## src/rtl/axa_pkg.sv

```systemverilog
// Shared sizing and FSM encoding for the AXA undo stack.
package axa_pkg;

  localparam int STACK_DEPTH = 16;
  localparam int WORD_W      = 16;
  localparam int UPTR_W      = $clog2(STACK_DEPTH);

  typedef enum logic {
    IDLE   = 1'b0,
    REWIND = 1'b1
  } rewind_state_t;

endpackage

```

## src/rtl/undo_ram.sv

```systemverilog
// Undo stack storage: one synchronous write port, two asynchronous read ports
// (top-of-stack and operand peek). Contents are never reset.
module undo_ram #(
  parameter int DEPTH = 16,
  parameter int WIDTH = 16,
  parameter int PW    = $clog2(DEPTH)
) (
  input  logic             clk,
  input  logic             we,
  input  logic [PW-1:0]    waddr,
  input  logic [WIDTH-1:0] wdata,
  input  logic [PW-1:0]    top_addr,
  output logic [WIDTH-1:0] top_data,
  input  logic [PW-1:0]    peek_addr,
  output logic [WIDTH-1:0] peek_data
);

  logic [WIDTH-1:0] mem [DEPTH];

  always_ff @(posedge clk) begin
    if (we) mem[waddr] <= wdata;
  end

  assign top_data  = mem[top_addr];
  assign peek_data = mem[peek_addr];

endmodule

```

## src/rtl/undo_stack_ctrl.sv

```systemverilog
// Circular LIFO controller for the AXA undo stack: push/pop arbitration,
// occupancy and overflow tracking, commit, and the sequenced rewind FSM.
module undo_stack_ctrl
  import axa_pkg::*;
#(
  parameter int DEPTH = STACK_DEPTH,
  parameter int WIDTH = WORD_W,
  parameter int PW    = $clog2(DEPTH)
) (
  input  logic             clk,
  input  logic             reset,
  input  logic             push_req,
  input  logic [WIDTH-1:0] push_data,
  output logic             push_ack,
  input  logic             pop_req,
  output logic [WIDTH-1:0] pop_data,
  output logic             pop_valid,
  output logic             pop_err,
  input  logic [PW-1:0]    peek_idx,
  output logic [WIDTH-1:0] peek_data,
  input  logic             commit,
  input  logic             rewind_req,
  input  logic [PW:0]      rewind_n,
  output logic             busy,
  output logic [PW-1:0]    sp,
  output logic [PW:0]      count,
  output logic             lost
);

  localparam logic [PW:0]   CNT_FULL = (PW+1)'(DEPTH);
  localparam logic [PW:0]   CNT_ONE  = (PW+1)'(1);
  localparam logic [PW-1:0] PTR_ONE  = PW'(1);

  rewind_state_t    state_reg, state_next;
  logic [PW-1:0]    sp_reg, sp_next;
  logic [PW:0]      count_reg, count_next;
  logic [PW:0]      remaining_reg, remaining_next;
  logic             lost_reg, lost_next;
  logic [WIDTH-1:0] pop_data_reg, pop_data_next;
  logic             push_ack_reg, push_ack_next;
  logic             pop_valid_reg, pop_valid_next;
  logic             pop_err_reg, pop_err_next;

  logic             we;
  logic [PW-1:0]    waddr;
  logic [PW-1:0]    top_addr;
  logic [PW-1:0]    peek_addr;
  logic [WIDTH-1:0] top_data;

  assign top_addr  = sp_reg - PTR_ONE;
  assign peek_addr = sp_reg - peek_idx - PTR_ONE;

  undo_ram #(.DEPTH(DEPTH), .WIDTH(WIDTH), .PW(PW)) u_ram (
    .clk       (clk),
    .we        (we),
    .waddr     (waddr),
    .wdata     (push_data),
    .top_addr  (top_addr),
    .top_data  (top_data),
    .peek_addr (peek_addr),
    .peek_data (peek_data)
  );

  always_comb begin
    state_next     = state_reg;
    sp_next        = sp_reg;
    count_next     = count_reg;
    remaining_next = remaining_reg;
    lost_next      = lost_reg;
    pop_data_next  = pop_data_reg;
    push_ack_next  = 1'b0;
    pop_valid_next = 1'b0;
    pop_err_next   = 1'b0;
    we             = 1'b0;
    waddr          = sp_reg;

    if (commit) begin
      // Commit wins over everything, including an in-flight rewind.
      count_next = '0;
      lost_next  = 1'b0;
      state_next = IDLE;
    end else if (state_reg == REWIND) begin
      if (count_reg == '0) begin
        pop_err_next = 1'b1;
        state_next   = IDLE;
      end else begin
        pop_data_next  = top_data;
        pop_valid_next = 1'b1;
        sp_next        = top_addr;
        count_next     = count_reg - CNT_ONE;
        remaining_next = remaining_reg - CNT_ONE;
        if (remaining_reg == CNT_ONE) state_next = IDLE;
      end
    end else if (rewind_req && rewind_n != '0) begin
      state_next     = REWIND;
      remaining_next = rewind_n;
    end else begin
      unique case ({push_req, pop_req})
        2'b11: begin
          push_ack_next = 1'b1;
          we            = 1'b1;
          if (count_reg != '0) begin
            // Swap in place: old top goes out, new value takes its slot.
            pop_data_next  = top_data;
            pop_valid_next = 1'b1;
            waddr          = top_addr;
          end else begin
            pop_err_next = 1'b1;
            sp_next      = sp_reg + PTR_ONE;
            count_next   = CNT_ONE;
          end
        end
        2'b10: begin
          push_ack_next = 1'b1;
          we            = 1'b1;
          sp_next       = sp_reg + PTR_ONE;
          if (count_reg == CNT_FULL) lost_next = 1'b1;
          else                       count_next = count_reg + CNT_ONE;
        end
        2'b01: begin
          if (count_reg != '0) begin
            pop_data_next  = top_data;
            pop_valid_next = 1'b1;
            sp_next        = top_addr;
            count_next     = count_reg - CNT_ONE;
          end else begin
            pop_err_next = 1'b1;
          end
        end
        default: ;
      endcase
    end
  end

  always_ff @(posedge clk or posedge reset) begin
    if (reset) begin
      state_reg     <= IDLE;
      sp_reg        <= '0;
      count_reg     <= '0;
      remaining_reg <= '0;
      lost_reg      <= 1'b0;
      pop_data_reg  <= '0;
      push_ack_reg  <= 1'b0;
      pop_valid_reg <= 1'b0;
      pop_err_reg   <= 1'b0;
    end else begin
      state_reg     <= state_next;
      sp_reg        <= sp_next;
      count_reg     <= count_next;
      remaining_reg <= remaining_next;
      lost_reg      <= lost_next;
      pop_data_reg  <= pop_data_next;
      push_ack_reg  <= push_ack_next;
      pop_valid_reg <= pop_valid_next;
      pop_err_reg   <= pop_err_next;
    end
  end

  assign push_ack  = push_ack_reg;
  assign pop_data  = pop_data_reg;
  assign pop_valid = pop_valid_reg;
  assign pop_err   = pop_err_reg;
  assign busy      = (state_reg == REWIND);
  assign sp        = sp_reg;
  assign count     = count_reg;
  assign lost      = lost_reg;

endmodule

```

## config.mk

```make
export PLATFORM = sky130hd
export DESIGN_NAME = undo_stack_ctrl
export DESIGN_NICKNAME = d
export VERILOG_FILES = /design/src/rtl/axa_pkg.sv /design/src/rtl/undo_ram.sv /design/src/rtl/undo_stack_ctrl.sv
export SDC_FILE = /design/constraint.sdc
export NUM_CORES = 1
export LEC_CHECK = 0
export CORE_UTILIZATION = 60
export DETAILED_ROUTE_END_ITERATION = 7
export PLACE_DENSITY = 0.8
export SLEW_MARGIN = 10
export SYNTH_ARGS = -nofsm -noshare
export SYNTH_HDL_FRONTEND = slang
export SYNTH_SLANG_ARGS = --single-unit
```

## constraint.sdc

```tcl
create_clock -name clk -period 6.45 [get_ports clk]
set_clock_uncertainty 0.05 [all_clocks]
set_input_delay 0.645 -clock clk [delete_from_list [all_inputs] [get_ports clk]]
set_output_delay 0.645 -clock clk [all_outputs]
set_load 0.01 [all_outputs]
```

# After elaboration in Yosys (flattened, before gate mapping)
# Memory sizes are Yosys's and may differ from the RTL's.
# Cells that the tools add are included.
# classes
n_mul,0
n_addsub,7
order_cmp,0
mux,54
n_reduce_logical,18
div_mod_pow,0
n_shift,0
n_eq_ne,15
n_bitwise,1
# ops
operator,n
16-bit 2-to-1 mux,5
5-bit 2-to-1 mux,10
4-bit 2-to-1 mux,9
1-bit 2-to-1 mux,28
5-bit case mux with 3 select lines,1
5-bit nonzero test,3
4-bit != test (second input constant),3
4-bit case mux with 3 select lines,1
5-bit AND reduction,2
2-bit nonzero test,5
5-bit by 1-bit subtractor with 5-bit output (second input constant),2
3-bit != test (second input constant),3
2-bit != test (second input constant),4
4-bit by 1-bit subtractor with 4-bit output (second input constant),2
6-bit AND reduction,1
5-bit by 1-bit adder with 5-bit output (second input constant),1
5-bit by 1-bit equality test with 1-bit output (second input constant),1
5-bit equality test (second input constant),1
5-bit zero test,1
4-bit by 1-bit adder with 4-bit output (second input constant),1
2-bit equality test (second input constant),2
4-bit AND reduction,1
4-bit nonzero test,1
2-bit OR reduction,2
other kinds (5),5
# word_totals
out_inout_bits,46
romBits,0
reg_bits,35
ramBits,256
latchBits,0
n_memories,1
input_bits,31
# mem_list
name,words,width,rd,rd_clocked_by_memory_dff,write_ports,line,rtl
u_ram.mem,16,16,2,0,1,undo_ram.sv:18,logic [WIDTH-1:0] mem [DEPTH];

# Longest topological paths before layout
# Gate-level depths: netlist of the first run.
# depth
word_depth,8
ltp_mapped,12
depth_no_buf,7

# By module
# A second synthesis of the first run with hierarchy kept.
# unflattened
hier_cells,789
area_unflattened_um2,13982.2
# modules_own_cells
module,seq_area_each_um2,area_per_inst_um2,n_inst,cells_each
undo_ram,7687.4,11720.0,1,553
undo_stack_ctrl,875.8,2262.2,1,236

# Least setup slack after synthesis of the first run
# Ideal clock, no wire load.
# synth_timing
path_kind,register to register
from,"reg sp_reg[0], in the netlist sp[0]"
to,"mem u_ram.mem[13][0], enable pin"
setup_time_ns,0.430
t_arrival_ns,4.588
path_slack_ns,1.382
path_buffers,6
stages_incl_launch_ff,13
path_cell_list,dfrtp_1 -> buf_2 -> buf_2 -> buf_2 -> clkinv_1 -> ha_1 -> clkbuf_1 -> buf_1 -> buf_1 -> inv_1 -> nor2_1 -> mux2i_1 -> nor4_1
# synth_between
elab_chain_len,6
# synth_rtl
item,line,rtl
start: declaration,undo_stack_ctrl.sv:35,"logic [PW-1:0] sp_reg, sp_next;"
start signal: assignment,undo_stack_ctrl.sv:148,sp_reg <= sp_next;
4-bit by 1-bit subtractor with 4-bit output,undo_stack_ctrl.sv:50,assign top_addr = sp_reg - PTR_ONE;
4-bit 2-to-1 mux,undo_stack_ctrl.sv:102,if (count_reg != '0) begin
4-bit 2-to-1 mux,undo_stack_ctrl.sv:98,"unique case ({push_req, pop_req})"
4-bit 2-to-1 mux,undo_stack_ctrl.sv:94,end else if (rewind_req && rewind_n != '0) begin
4-bit 2-to-1 mux,undo_stack_ctrl.sv:82,end else if (state_reg == REWIND) begin
4-bit 2-to-1 mux (*),undo_stack_ctrl.sv:77,if (commit) begin
end: declaration,undo_ram.sv:18,
# Mark *: on every way between the ends. The rest lies on a longest branch, timed or not.

# Worst setup path in the final report of the first run
# layout_timing
from,"reg sp_reg[0], in the netlist sp[0]"
to,out peek_data[12]
# layout_between
elab_chain_len,3
# layout_rtl
item,line,rtl
4-bit subtractor,undo_stack_ctrl.sv:51,assign peek_addr = sp_reg - peek_idx - PTR_ONE;
4-bit by 1-bit subtractor with 4-bit output,undo_stack_ctrl.sv:51,
memory read 16 x 16 bit,-,
end: declaration,undo_stack_ctrl.sv:20,"output logic [WIDTH-1:0] peek_data,"
# No other way between the ends.

==> results of run 1 <==
cell families after synthesis:
logic type,share of synthesized area [%]
xor+xnor,0.792
flops,60.2
buf+inv,2.70
mux,24.9
simple gates,5.05
compound gates,5.09
fa+ha+maj,1.20
worst max-delay path, stage by stage, from the launching register on:
cell	delay, ns
dfrtp_4	0.74
ha_4	0.29
fa_2	1.21
buf_4	0.36
mux4_2	0.30
and2_1	0.16
a211oi_1	0.26
a31oi_1	0.10
clkdlybuf4s50_1	0.52
layer usage:
layer | routed length, um | up-vias
met3 | 3320 | 102
met1 | 12800 | 4526
met5 | 0 | -
met4 | 1120 | 0
met2 | 18100 | 604
li1 | - | 3536
cells in the final DEF, fill, tap and decap left out, drive strengths merged, types with 3 or more instances in the layout:
master         netlist  final
mux2i                4      4
and2                16     16
xor2                 4      4
a21oi               13     13
clkinv               1     11
nor4                 5      5
o22ai                5      5
buf                 29     32
nor3b                3      3
a211oi              18     18
clkbuf              31     39
inv                 19     19
clkdlybuf4s50        0     76
nor2                28     28
ha                  12     12
mux4               144    144
o31ai                7      7
and3                 5      5
a31oi               19     19
nor3                19     19
o21ai               22     22
mux2                18     18
clkinvlp             0      4
edfxtp             256    256
xnor2                8      8
dfrtp               35     35
nand2               48     48
nand3               10     10
cell usage after synthesis (all sizes together), types with 2 or more instances:
master | count | share of area, %
nor3 | 19 | 0.70
a22oi | 2 | 0.11
mux4 | 144 | 23
a21boi | 2 | 0.11
a31oi | 19 | 0.84
o31ai | 7 | 0.37
dfrtp | 35 | 6.2
nor3b | 3 | 0.16
and3 | 5 | 0.22
and2 | 16 | 0.70
edfxtp | 256 | 54
a211oi | 18 | 0.95
inv | 19 | 0.50
mux2 | 18 | 1.7
a221oi | 2 | 0.17
nor2 | 28 | 0.74
xor2 | 4 | 0.30
o32ai | 2 | 0.12
nand3 | 10 | 0.35
a21oi | 13 | 0.46
nor4 | 5 | 0.22
o22ai | 5 | 0.22
mux2i | 4 | 0.28
ha | 12 | 1.1
nor4b | 2 | 0.17
nand2 | 48 | 1.3
or3 | 2 | 0.088
or2 | 2 | 0.088
a31o | 2 | 0.12
o21ai | 22 | 0.85
a21o | 2 | 0.11
buf | 29 | 1.4
a211o | 2 | 0.12
clkbuf | 31 | 0.82
xnor2 | 8 | 0.49
o22a | 2 | 0.12
report_power, final:
part	internal [mW]	switching (mW)	total, mW
clock	0.981	0.724	1.71
combinational	2.25	2.13	4.37
sequential	2.18	0.212	2.40
total	5.41	3.06	8.48
area by class of cell:
cell class | instances | area [sq um]
clock inverter | 16 | 144
inverter | 20 | 75.1
multi-input combinational | 443 | 5370
timing repair buffer | 108 | 1010
sequential | 291 | 8570
tap | 313 | 392
fill | 1420 | 6530
clock buffer | 39 | 826
stage by stage:
step / instance area, sq um / hold slack, ns
2_1_floorplan: 14200 / 0.447
3_3_place_gp: 15400 / 0.445
5_1_grt: 16400 / 0.487
4_1_cts: 16400 / 0.467
6_report: 16400 / 0.460
3_5_place_dp: 15400 / 0.451
worst max-delay path by stage:
stage	start	to	slack (ns)	depth (start not counted)
5_1_grt	sp[0]	peek_data[11]	1.01	8
4_1_cts	sp[0]	peek_data[12]	1.16	8
3_3_place_gp	peek_idx[0]	peek_data[8]	1.51	10
6_report	sp[0]	peek_data[12]	1.19	8
2_1_floorplan	sp[0]	u_ram.mem[13][0]	1.38	12
3_5_place_dp	peek_idx[0]	peek_data[7]	1.46	10
==> out/results.tsv, run 1 <==
metric	value	unit
status	finished clean	
slew_headroom	27.2	%
stdcell_count	1230	
die_area	0.0243	sq mm
rr_worst_depth	6	
vias	8768	
cts-root-buf	clkbuf_16	
std_cell_rows	55	
top_level_ports	77	
utilization	71.5	%
ir_drop	0.000372	V
p_leak	5.43	nW
syn_to_final_growth	15.2	%
coreArea	0.0229	sq mm
route.detailed.drc	0	
setup_viol	0	
drt_first_pass_iters	6	
grt_pass1_vias	9017	
place_inst	1175	
grt_pass1_wl	54.0	mm
clock_latency	0.56	ns
numCtsBuffers	30	
synthArstFlopShare	12.0	%
rsz0062_at_grt	false	
holdPathEnd	pop_data[6]	
timing.final.ws_setup	1.19	ns
fin_crit_sh	81.6	%
clkSinkCount	291	
min_period	5.26	ns
largest_reg_flops	256	
holdPathStages	1	
path_class	reg -> out	
syn_area	0.0142	sq mm
timing.fmax	0.190	GHz
required	5.75	ns
syn-num-nets	858	
die_w	156	um
nets	938	
end_kind	output pin	
use_met1	39.9	%
gp_congestion	0.868	
rrSetupSlack	1.99	ns
cts_resized	0	
drtAntennaViolNets	0	
overflow	0	
use_met2	51.0	%
seq_area_frac_synth	60.2	%
h-tree-depth	1	
finalHoldViolCount	0	
cp.arrival	4.57	ns
cts_tree	done	
r2r-end	pop_data[4]	
dpl.hpwl	20.1	mm
avgRoutedWirePerCell	28.7	um
dp_worst_setup_slack	1.46	ns
startpoint_type	register	
r2r_start	sp[0]	
p_per_area	517	mW/mm^2
worstMarginPinSlew	1.09	ns
cts.path.max_buffers	3	
clk_pin_slew	0.06	ns
syn_inst	814	
antenna_found_initial	0	
holdBufCountCts	0	
max-cap-violations	0	
syn_area_per_cell	17.5	sq um
postCtsSetupBuffers	0	
use_met3	5.22	%
yosys_most_used_dff	edfxtp_1	
yosysWarnings	0	
grt.busiest_layer	met2	
totalWireLength	35.3	mm
fin_tns_setup	0	ns
io_buffer_count	76	
start_util	62.0	%
worstHoldStart	pop_data[6]	
vias_per_cell	7.13	
cp_max_fo	39	
antenna_cells	0	
hp-class	reg -> reg	
grt_max_degree	49	
ys_ff_latch	291	
total_power	8.48	mW
drive_above_1_share	28.4	%
synth-edff-count	256	
die_y	156	um
slew_violations	0	
ys_types	64	
track_usage	30.3	%
drt-initial-drc-count	1073	
Note: power is estimated with default switching activity, not from simulation.
==> run 2: changes to the inputs <==
==> constraint.sdc (replaced) <==
create_clock -name clk -period 5.25 [get_ports clk]
set_clock_uncertainty 0.05 [all_clocks]
set_input_delay 0.525 -clock clk [delete_from_list [all_inputs] [get_ports clk]]
set_output_delay 0.525 -clock clk [all_outputs]
set_load 0.01 [all_outputs]
==> run 2 against run 1 <==
- clock-buffer cell count decreased by 1
- largest power group unchanged
- worst setup slack got worse by 0.49 ns
- die area unchanged
- clock power increased by 27%
- worst hold slack got worse by 0.10 ns
- via count decreased by 0.63%
- critical endpoint is now peek_data[0]
- critical path type unchanged
==> out/results.tsv, run 2 (same netlist as run 1, synthesis figures left out) <==
metric	value	unit
status	finished clean	
cts.path.max_buffers	3	
cts_resized	0	
cp.arrival	3.98	ns
top_level_ports	77	
power.switching	3.72	mW
grt_pass1_wl	53.0	mm
numCtsBuffers	29	
die_y	156	um
die_area	0.0243	sq mm
drt_first_pass_iters	5	
grt_max_degree	46	
crit_start	sp[0]	
r2r_start	sp[0]	
rrSetupSlack	1.07	ns
ir_drop	0.000405	V
stdcell_count	1233	
required	4.68	ns
register_area	0.00857	sq mm
timing.fmax	0.220	GHz
path_cells	ha_4 -> fa_2 -> xor2_2 -> buf_4 -> and2_1 -> a211oi_1 -> a31oi_1 -> clkdlybuf4s50_1	
p_per_area	639	mW/mm^2
postCtsSetupBuffers	0	
antenna_cells	0	
end_kind	output pin	
clkPwrFrac	20.8	%
p_int	6.78	mW
r2r-end	pop_data[8]	
vias	8713	
final_cell_mix	256 x edfxtp_1, 135 x mux4_2, 76 x clkdlybuf4s50_1	
vias_per_cell	7.07	
nets	941	
totalWireLength	35.2	mm
gp_congestion	0.858	
rsz0062_at_grt	false	
utilization	71.8	%
coreArea	0.0229	sq mm
final_cell_area	0.0164	sq mm
hp-class	in -> async	
place_inst	1179	
slew_headroom	33.9	%
dpl_cell_area	0.0154	sq mm
die_w	156	um
dpl.hpwl	20.7	mm
min_period	4.55	ns
syn_to_final_growth	15.7	%
grt_pass1_vias	9046	
worstMarginPinSlew	0.991	ns
path_class	reg -> out	
rr_worst_depth	6	
max-cap-violations	0	
cpLargestDelayFamily	buffers and inverters	
fin_tns_setup	0	ns
combPwrFrac	51.6	%
drive_above_1_share	29.0	%
cp_max_fo	34	
finalHoldViolCount	0	
drt-initial-drc-count	1138	
timing.final.ws_setup	0.699	ns
switching_share	35.5	%
startpoint_type	register	
route.detailed.drc	0	
track_usage	30.0	%
max_stage_delay	0.72	ns
antenna_found_initial	0	
std_cell_rows	55	
avgRoutedWirePerCell	28.5	um
dp_worst_setup_slack	1.02	ns
slew_violations	0	
fill_cells	1355	
clk_pin_slew	0.07	ns
mostFrequentLayoutCell	edfxtp_1	
p_leak	5.48	nW
clock_latency	0.56	ns
largest_reg_flops	256	
multi_input_area	0.00536	sq mm
setup_viol	0	
seq_power_share	27.7	%
cts-root-buf	clkbuf_16	
holdBufCountCts	0	
io_buffer_count	76	
start_util	62.0	%
drtAntennaViolNets	0	
overflow	0	
cpMaxStageDelayCell	dfrtp_4	
h-tree-depth	1	
fin_crit_sh	86.7	%
clkSinkCount	291	
cts_tree	done	
cp_num_buf_inv	2	
## run 2: cell count changes in the layout (fill, tap and decap cells not counted), sizes merged
cell      previous run  this run
bufinv               2         5
clkbuf              39        38
clkinvlp             4         1
buf                 32        36
## run 2: how the worst max path moves through the flow
stage | end | slack [ns] | cells past startpoint
after global placement | u_ram.mem[2][0] | 0.99 | 8
final | peek_data[0] | 0.70 | 8
after global routing | peek_data[12] | 0.52 | 7
after detailed placement | peek_data[4] | 1.02 | 9
after CTS | peek_data[14] | 0.66 | 8
after floorplan | u_ram.mem[13][0] | 0.18 | 12
## run 2: tightest hold or removal path, delay by kind of cell
family                 cells  cell delay, ns
buffers and inverters      3            0.91
## run 2: layout make-up
type | instances | share of cell area [%]
Sequential cell | 291 | 52.1
Clock inverter | 16 | 1.34
Multi-Input combinational cell | 443 | 32.6
Timing Repair Buffer | 112 | 6.35
Clock buffer | 38 | 4.80
Tap cell | 313 | 2.38
Inverter | 20 | 0.457
## run 2: per-layer routing
| layer | wire, um | up-vias | GRT usage [%] |
|---|---|---|---|
| met3 | 3720 | 107 | 6.69 |
| met5 | 0 | - | 0 |
| li1 | - | 3542 | - |
| met2 | 17600 | 647 | 49.4 |
| met1 | 12600 | 4417 | 39.4 |
| met4 | 1190 | 0 | 11.3 |
## run 2: power by group through the flow
stage	Sequential (mW)	Clock, mW	Combinational (mW)
final	2.91	2.18	5.41
after global routing	2.93	2.28	5.73
after CTS	2.90	2.20	5.42
after detailed placement	2.95	0	5.38
after global placement	2.94	0	5.29
after floorplan	2.86	0	3.70
## run 2: metrics by stage
step | hold WS [ns] | power (mW)
detailed placement | 0.445 | 8.34
finish | 0.355 | 10.5
floorplan | 0.447 | 6.56
global route | 0.394 | 10.9
CTS | 0.364 | 10.5
global placement | 0.444 | 8.23
==> run 3: changes to the inputs <==
--- a/config.mk
+++ b/config.mk
@@ -5,9 +5,10 @@
 export SDC_FILE = /design/constraint.sdc
 export NUM_CORES = 1
 export LEC_CHECK = 0
-export CORE_UTILIZATION = 60
+export CORE_UTILIZATION = 61
+export CTS_BUF_LIST = sky130_fd_sc_hd__clkbuf_8 sky130_fd_sc_hd__clkbuf_16
 export DETAILED_ROUTE_END_ITERATION = 7
-export PLACE_DENSITY = 0.8
+export PLACE_DENSITY = 0.81
 export SLEW_MARGIN = 10
 export SYNTH_ARGS = -nofsm -noshare
 export SYNTH_HDL_FRONTEND = slang
==> constraint.sdc (replaced) <==
create_clock -name clk -period 5.4 [get_ports clk]
set_clock_uncertainty 0.05 [all_clocks]
set_input_delay 0.54 -clock clk [delete_from_list [all_inputs] [get_ports clk]]
set_output_delay 0.54 -clock clk [all_outputs]
set_load 0.01 [all_outputs]
==> run 3 against run 2 <==
- utilization is 0.44 points higher
- non-clock buffer count decreased by 3
- worst setup slack lost 0.11 ns
- largest cell class unchanged
==> out/results.tsv, run 3 (same netlist as run 1, synthesis figures left out) <==
metric	value	unit
status	finished clean	
drt-initial-drc-count	996	
cp_max_fo	44	
drive_above_1_share	28.4	%
clk_pin_slew	0.06	ns
grt_pass1_wl	53.8	mm
drtAntennaViolNets	0	
timing.fmax	0.208	GHz
final_cell_mix	256 x edfxtp_1, 135 x mux4_2, 76 x clkdlybuf4s50_1	
p_leak	5.49	nW
syn_to_final_growth	15.7	%
coreArea	0.0228	sq mm
worstMarginPinSlew	1.13	ns
h-tree-depth	1	
crit_path_end	peek_data[14]	
overflow	0	
r2r_start	sp[0]	
required	4.81	ns
vias	8775	
slew_headroom	24.5	%
end_kind	output pin	
grt_pass1_vias	8922	
min_period	4.81	ns
vias_per_cell	7.13	
max-cap-violations	0	
clkSinkCount	291	
rrSetupSlack	1.47	ns
startpoint_type	register	
cp.arrival	4.22	ns
clock_latency	0.56	ns
cts-root-buf	clkbuf_16	
gp_congestion	0.831	
drt_first_pass_iters	7	
cts_tree	done	
top_level_ports	77	
track_usage	30.9	%
holdBufCountCts	0	
nets	939	
path_cells	ha_4 -> fa_2 -> buf_4 -> mux4_2 -> and2_1 -> a211oi_1 -> a31oi_1 -> clkdlybuf4s50_1	
mostFrequentLayoutCell	edfxtp_1	
slew_violations	0	
finalHoldViolCount	0	
numCtsBuffers	30	
rsz0062_at_grt	false	
r2r-end	pop_data[4]	
antenna_found_initial	1	
fin_tns_setup	0	ns
rr_worst_depth	6	
cpMaxStageDelayCell	dfrtp_4	
route.detailed.drc	0	
hp-class	in -> async	
die_y	155	um
total_power	10.2	mW
crit_start	sp[0]	
std_cell_rows	55	
io_buffer_count	76	
die_area	0.0239	sq mm
avgRoutedWirePerCell	28.9	um
start_util	62.4	%
grt_max_degree	47	
largest_reg_flops	256	
path_class	reg -> out	
fin_crit_sh	89.0	%
setup_viol	0	
totalWireLength	35.6	mm
cts_resized	0	
dpl.hpwl	20.2	mm
die_w	155	um
cts.path.max_buffers	3	
ir_drop	0.000431	V
postCtsSetupBuffers	0	
p_per_area	620	mW/mm^2
max_stage_delay	0.71	ns
## run 3: final cells by class
type / instances / area [sq um]
diodes: 1 / 2.50
clock buffers: 31 / 764
clock inverters: 23 / 245
fillers: 1336 / 6330
inverters: 20 / 75.1
multi-input cells: 443 / 5370
flip-flops and latches: 291 / 8570
well taps: 313 / 392
repair buffers: 109 / 1030
## run 3: worst max-delay path, delay by kind of cell, from the launching register on
kind	cells	cell delay, ns
buf+inv	2	1.07
fa+ha+maj	2	0.80
flops	1	0.71
mux	1	0.44
compound gates	2	0.38
simple gates	1	0.19
## run 3: how the worst min path moves through the flow
| stage | start | to | slack [ns] | cells past startpoint |
|---|---|---|---|---|
| after CTS | reset | pop_data[7] | 0.38 | 3 |
| after detailed placement | pop_data[2] | pop_data[2] | 0.44 | 1 |
| final | reset | pop_data[12] | 0.37 | 3 |
| after global routing | reset | pop_data[8] | 0.42 | 3 |
| after floorplan | remaining_reg[4] | remaining_reg[4] | 0.45 | 1 |
| after global placement | pop_data[10] | pop_data[10] | 0.44 | 1 |
## run 3: report_power, final
| part | leakage, nW | switching, mW | internal [mW] |
|---|---|---|---|
| logic | 2.25 | 2.53 | 2.70 |
| clock network | 0.510 | 0.851 | 1.26 |
| registers | 2.73 | 0.251 | 2.61 |
## run 3: routing by layer
layer	vias up	part of all wire [%]	track usage, %
li1	3539	-	-
met1	4478	37	41.7
met2	654	50	50.8
met3	104	9.5	5.10
met4	0	3.5	12.8
met5	-	0	0
## run 3: metrics by stage
stage	instance area, sq um	hold WS, ns	util, %	setup slack (ns)	std cells
3_5_place_dp	15400	0.445	67.8	0.990	1176
2_1_floorplan	14200	0.447	-	0.332	814
5_1_grt	16400	0.420	72.2	0.420	1231
6_report	16400	0.373	72.2	0.593	1231
4_1_cts	16400	0.379	72.2	0.576	1230
3_3_place_gp	15400	0.441	67.8	1.08	1176
